[config.mk]
export PLATFORM = sky130hd
export DESIGN_NAME = fetch_sequencer
export DESIGN_NICKNAME = d
export VERILOG_FILES = /design/src/rtl/fetch_pkg.sv /design/src/rtl/fetch_sequencer_call_stack.sv /design/src/rtl/fetch_sequencer.sv
export SDC_FILE = /design/constraint.sdc
export NUM_CORES = 1
export LEC_CHECK = 0
export ABC_CLOCK_PERIOD_IN_PS = 6750
export BUFFER_PORTS_ARGS = -buffer_cell sky130_fd_sc_hd__buf_2
export CORE_MARGIN = 2
export CORE_UTILIZATION = 55
export DETAILED_ROUTE_END_ITERATION = 12
export GPL_TIMING_DRIVEN = 0
export PLACE_DENSITY_LB_ADDON = 0.05
export SETUP_SLACK_MARGIN = 0.3
export SLEW_MARGIN = 5
export SYNTH_ARGS = -nofsm -noshare
export SYNTH_HDL_FRONTEND = slang
export SYNTH_SLANG_ARGS = --single-unit
[constraint.sdc]
create_clock -name CLK -period 6.75 [get_ports CLK]
set_clock_uncertainty 0.1 [all_clocks]
set_input_delay 1.35 -clock CLK [delete_from_list [all_inputs] [get_ports CLK]]
set_output_delay 1.35 -clock CLK [all_outputs]
set_load 0.02 [all_outputs]
[src/rtl/fetch_pkg.sv]
// Shared opcode constants, PC width and state encoding for the fetch sequencer.
package fetch_pkg;
  localparam int unsigned PC_W = 10;

  localparam logic [2:0] OP_BR  = 3'b110;
  localparam logic [2:0] OP_CTL = 3'b111;

  localparam logic [8:0] HALT_INSN = 9'h1FF;

  typedef enum logic [1:0] {RUN, HALTED, FAULT} state_e;
endpackage

[src/rtl/fetch_sequencer_call_stack.sv]
// Return-address LIFO. Push on full and pop on empty are dropped; the caller faults instead.
module call_stack #(
  parameter int unsigned Depth = 4,
  parameter int unsigned Width = 10
) (
  input  logic             clk_i,
  input  logic             clr_i,
  input  logic             push_i,
  input  logic             pop_i,
  input  logic [Width-1:0] data_i,
  output logic [Width-1:0] top_o,
  output logic             full_o,
  output logic             empty_o
);
  localparam int unsigned SpW  = $clog2(Depth + 1);
  localparam int unsigned IdxW = $clog2(Depth);

  logic [Width-1:0] mem_q [Depth];
  logic [Width-1:0] mem_d [Depth];
  logic [SpW-1:0]   sp_q, sp_d, sp_m1;

  assign full_o  = (sp_q == SpW'(Depth));
  assign empty_o = (sp_q == '0);
  assign sp_m1   = sp_q - SpW'(1);
  assign top_o   = mem_q[sp_m1[IdxW-1:0]];

  always_comb begin
    mem_d = mem_q;
    sp_d  = sp_q;
    if (clr_i) begin
      sp_d = '0;
    end else if (push_i && !full_o) begin
      mem_d[sp_q[IdxW-1:0]] = data_i;
      sp_d                  = sp_q + SpW'(1);
    end else if (pop_i && !empty_o) begin
      sp_d = sp_m1;
    end
  end

  always_ff @(posedge clk_i) begin
    mem_q <= mem_d;
    sp_q  <= sp_d;
  end
endmodule

[src/rtl/fetch_sequencer.sv]
// Fetch front end: PC, next-PC decode, target LUT, call stack and halt/fault status.
module fetch_sequencer
  import fetch_pkg::*;
#(
  parameter int unsigned LUT_ENTRIES = 32,
  parameter int unsigned STACK_DEPTH = 4
) (
  input  logic                           CLK,
  input  logic                           start,
  input  logic [8:0]                     Instruction,
  input  logic                           EQUAL,
  input  logic                           lut_we,
  input  logic [$clog2(LUT_ENTRIES)-1:0] lut_addr,
  input  logic [PC_W-1:0]                lut_data,
  output logic [PC_W-1:0]                PC,
  output logic                           halt,
  output logic                           fault
);
  logic [PC_W-1:0] pc_q, pc_d, pc_inc;
  state_e          state_q, state_d;
  logic [PC_W-1:0] lut_q [LUT_ENTRIES];
  logic [PC_W-1:0] lut_d [LUT_ENTRIES];
  logic            push, pop, stk_full, stk_empty;
  logic [PC_W-1:0] stk_top;
  logic [2:0]      op;

  assign op     = Instruction[8:6];
  assign pc_inc = pc_q + PC_W'(1);

  // Targets survive reset; writes only land inside the start window.
  always_comb begin
    lut_d = lut_q;
    if (start && lut_we) lut_d[lut_addr] = lut_data;
  end

  always_comb begin
    pc_d    = pc_q;
    state_d = state_q;
    push    = 1'b0;
    pop     = 1'b0;
    if (state_q == RUN) begin
      if (Instruction == HALT_INSN) begin
        state_d = HALTED;
      end else if (op == OP_BR) begin
        pc_d = (EQUAL ^ Instruction[5]) ? lut_q[Instruction[4:0]] : pc_inc;
      end else if (op == OP_CTL) begin
        if (!Instruction[5]) begin
          pc_d = lut_q[Instruction[4:0]];
        end else if (!Instruction[4]) begin
          if (stk_full) begin
            state_d = FAULT;
          end else begin
            push = 1'b1;
            pc_d = lut_q[{1'b0, Instruction[3:0]}];
          end
        end else if (!Instruction[3]) begin
          if (stk_empty) begin
            state_d = FAULT;
          end else begin
            pop  = 1'b1;
            pc_d = stk_top;
          end
        end else begin
          pc_d = pc_inc;
        end
      end else begin
        pc_d = pc_inc;
      end
    end
  end

  always_ff @(posedge CLK) begin
    lut_q <= lut_d;
    if (start) begin
      pc_q    <= '0;
      state_q <= RUN;
    end else begin
      pc_q    <= pc_d;
      state_q <= state_d;
    end
  end

  call_stack #(
    .Depth (STACK_DEPTH),
    .Width (PC_W)
  ) u_call_stack (
    .clk_i   (CLK),
    .clr_i   (start),
    .push_i  (push),
    .pop_i   (pop),
    .data_i  (pc_inc),
    .top_o   (stk_top),
    .full_o  (stk_full),
    .empty_o (stk_empty)
  );

  assign PC    = pc_q;
  assign halt  = (state_q != RUN);
  assign fault = (state_q == FAULT);
endmodule

==> reports/metrics.yaml <==
status:
  status: "completed"
pwr:
  combPwrFrac: 0.065
  switching_share: 0.2160
  internal-power_mw: 3.866
  leakage_nw: 5.568
  ir_worst_vdd_mv: 0.2604
  power.switching_mw: 1.065
  powerDensity_nw_per_um2: 286.5
  clock_power_share: 0.408
  seqPwrFrac: 0.527
route:
  drt_wl_total_um: 37370
  via_per_inst: 6.244
  drc: 0
  wl_per_cell_um: 28.66
  vias: 8142
  ant_nets: 0
  dr.first_iter.drc_count: 974
  firstDrtPassIters: 5
clocking:
  h-tree-depth: 2
  cts_buffers: 39
  post_cts_buffers: 0
  clock_path_buffers: 3
  cts.hold.buffers_added: 0
  insertion_delay_ps: 530
  cts_tree: "built"
  clk_pin_slew_ps: 60
  ctsResizeCount: 0
  clock-sinks: 375
  cts-root-buf: "clkbuf_16"
worst_setup_path:
  slowest_stage: "nor2_1"
  critPathLaunchType: "input port"
  critPathBufInv: 2
  crit_top_cell: "clkbuf_1"
  critical_path_class: "in -> reg"
  cpPeakStageDelay_ps: 1100
  cp.required_ps: 6770
  endpoint_kind: "flip-flop"
  path_delay_family: "simple AND/OR/NAND/NOR gates"
  worstPathArrival_ps: 3970
  crit_fanout: 10
  path_cells: "clkbuf_1 > clkbuf_1 > nand4_1 > nor2_1"
sta:
  tightest_slew_ps: 1294
  rsz0062_at_grt: "no"
  slew-limit-headroom: 0.1338
  fin_crit_sh: 0.5850
  setup_viol: 0
  finalHoldViolCount: 0
  whs_ps: 419.6
  fin_crit_ps: 3949
  timing.fmax_mhz: 253.2
  fin_tns_setup_ps: 0
  drv_slew: 0
layout:
  area_growth_pct: 11.92
  multi_input_area_um2: 3983
  drive_gt1_frac: 0.2357
  regArea_um2: 11110
  final_nets: 932
  fillCellCount: 2022
floorplanning:
  ios: 40
  start_util: 0.5566
  die-area_um2: 29310
  core.rowCount: 61
  dieHeight_um: 171.2
  coreArea_um2: 27630
  dieWidth_um: 171.2
grt:
  grt_max_degree: 33
  grt_pass1_wl_um: 54080
  grt_pass1_vias: 8090
  antenna_found_initial: 1
  overflow: 0
  grt_util_all_layers: 0.2618
synthesis:
  yosys_warnings: 0
  ys_seq_area_frac: 0.7225
  avgSynthCellArea_um2: 18.71
  ys_ff_latch: 375
  synth-edff-count: 360
  async_reset_ff_frac: 0
  synthCells: 822
  synth_area_um2: 15380
  synth_fp_nets: 856
  synthDistinctLibCells: 58
  ys.flop_type: "edfxtp_1"
flow_run:
  maxCapViolations: 0
min_path:
  hp-class: "reg -> reg"
placed_design:
  gp_congestion: 0.9088
  hpwlAfterDp_um: 24470
  io_buffers: 35
## per-stage QoR
stage / worst slack, ps / cell area [um2] / cells / utilization / power, mW
3_5_place_dp: 2258 / 16030 / 1235 / 0.5802 / 2.965
3_3_place_gp: 2358 / 16030 / 1235 / 0.5801 / 2.954
2_1_floorplan: 3376 / 15380 / 822 / - / 2.827
4_1_cts: 2842 / 17210 / 1303 / 0.6229 / 4.958
5_1_grt: 2685 / 17210 / 1303 / 0.6229 / 5.063
6_report: 2801 / 17210 / 1304 / 0.6230 / 4.931
## cells by family (layout without fill, tap and decap cells)
family / after synthesis / count (layout) / share of synthesized area
muxes: 129 / 129 / 0.1587
xor gates and xnor gates: 12 / 12 / 0.006834
DFF: 375 / 375 / 0.7225
other: 0 / 1 / 0
and+or+nand+nor: 160 / 160 / 0.05028
AOI/OAI and AO/OA: 84 / 84 / 0.03792
buffers and inverters: 56 / 159 / 0.01888
adders and majority gates: 6 / 6 / 0.004881
## sequential cells by signal, summed over array words and instances, names as in the netlist
register            cells
lut_q                 320
u_call_stack.mem_q     40
PC                     10
u_call_stack.sp_q       3
state_q                 2
## layout by cell type, fill, tap and decap left out, types with 5 or more instances in the layout
cell type / instances
edfxtp_1: 360
mux4_2: 91
nor2_1: 66
buf_2: 48
clkbuf_16: 39
mux2i_1: 29
nand2_1: 25
clkbuf_1: 23
dfxtp_1: 15
a21oi_1: 15
inv_1: 13
nand3_1: 12
clkinv_1: 12
o21ai_0: 11
and2_1: 10
mux2_2: 9
a211oi_1: 8
o22ai_1: 8
xor2_1: 7
buf_6: 7
nand4_1: 6
a31oi_1: 6
ha_1: 6
nor3_1: 5
xnor2_1: 5
or2_2: 5
buf_1: 5
nand2b_1: 5
o211ai_1: 5
## path summary, 6_finish.rpt
path,startpoint,to,slack [ps],cells after the start
worst max-delay path,start,lut_q[120],2800,4
worst min register to register,state_q[0],state_q[0],420,2
worst min-delay path,state_q[0],state_q[0],420,2
worst max register to register,u_call_stack.sp_q[0],PC[1],3110,10
## layout make-up
cell class | instances | share of cell area
clock inverter | 20 | 0.009741
tap | 378 | 0.02748
multi-input combinational | 391 | 0.2314
clock buffer | 48 | 0.05867
timing repair buffer | 35 | 0.01018
antenna | 1 | 0.0001454
inverter | 14 | 0.003053
sequential | 375 | 0.6455
buffer | 42 | 0.01381
## metal layers
| metal | global-route usage | vias to the layer above | routed length, um |
|---|---|---|---|
| met3 | 0.05545 | 49 | 2845 |
| met2 | 0.4148 | 316 | 17890 |
| met5 | 0 | - | 0 |
| met4 | 0.06116 | 0 | 708 |
| li1 | - | 3507 | - |
| met1 | 0.3800 | 4270 | 15920 |
## synth_stat cells, types with 4 or more instances
cell type  count  area share
buf_2         13      0.0042
o211ai_1       5      0.0024
edfxtp_1     360        0.70
and2_1        10      0.0041
o21ai_0       11      0.0036
mux2i_1       29       0.019
a31oi_1        6      0.0024
mux2_2         9      0.0066
dfxtp_1       15       0.020
mux4_2        91        0.13
xor2_1         7      0.0040
nor2_1        66       0.016
nand2_1       25      0.0061
buf_1          5      0.0012
inv_1         13      0.0032
o22ai_1        8      0.0033
nor3_1         6      0.0020
nand3_1       12      0.0039
nor2b_1        4      0.0016
a2111oi_0      4      0.0023
xnor2_1        5      0.0028
clkbuf_1      14      0.0034
or2_2          5      0.0020
buf_6          7      0.0051
nand4_1        6      0.0024
ha_1           6      0.0049
and3_1         4      0.0016
a21oi_1       15      0.0049
a211oi_1       8      0.0039
nand2b_1       5      0.0020
## power by group through the flow
stage	Combinational [mW]	Clock (mW)	Sequential, mW
global placement	0.312	0	2.64
detailed placement	0.320	0	2.64
floorplan	0.179	0	2.65
CTS	0.321	2.04	2.60
finish	0.321	2.01	2.60
global route	0.343	2.12	2.60
## tightest hold or removal path: cells and delay by family (launching register included)
family,cells,cell delay [ps]
DFF,1,330
and+or+nand+nor,2,140
(Power assumes the default switching activity.)
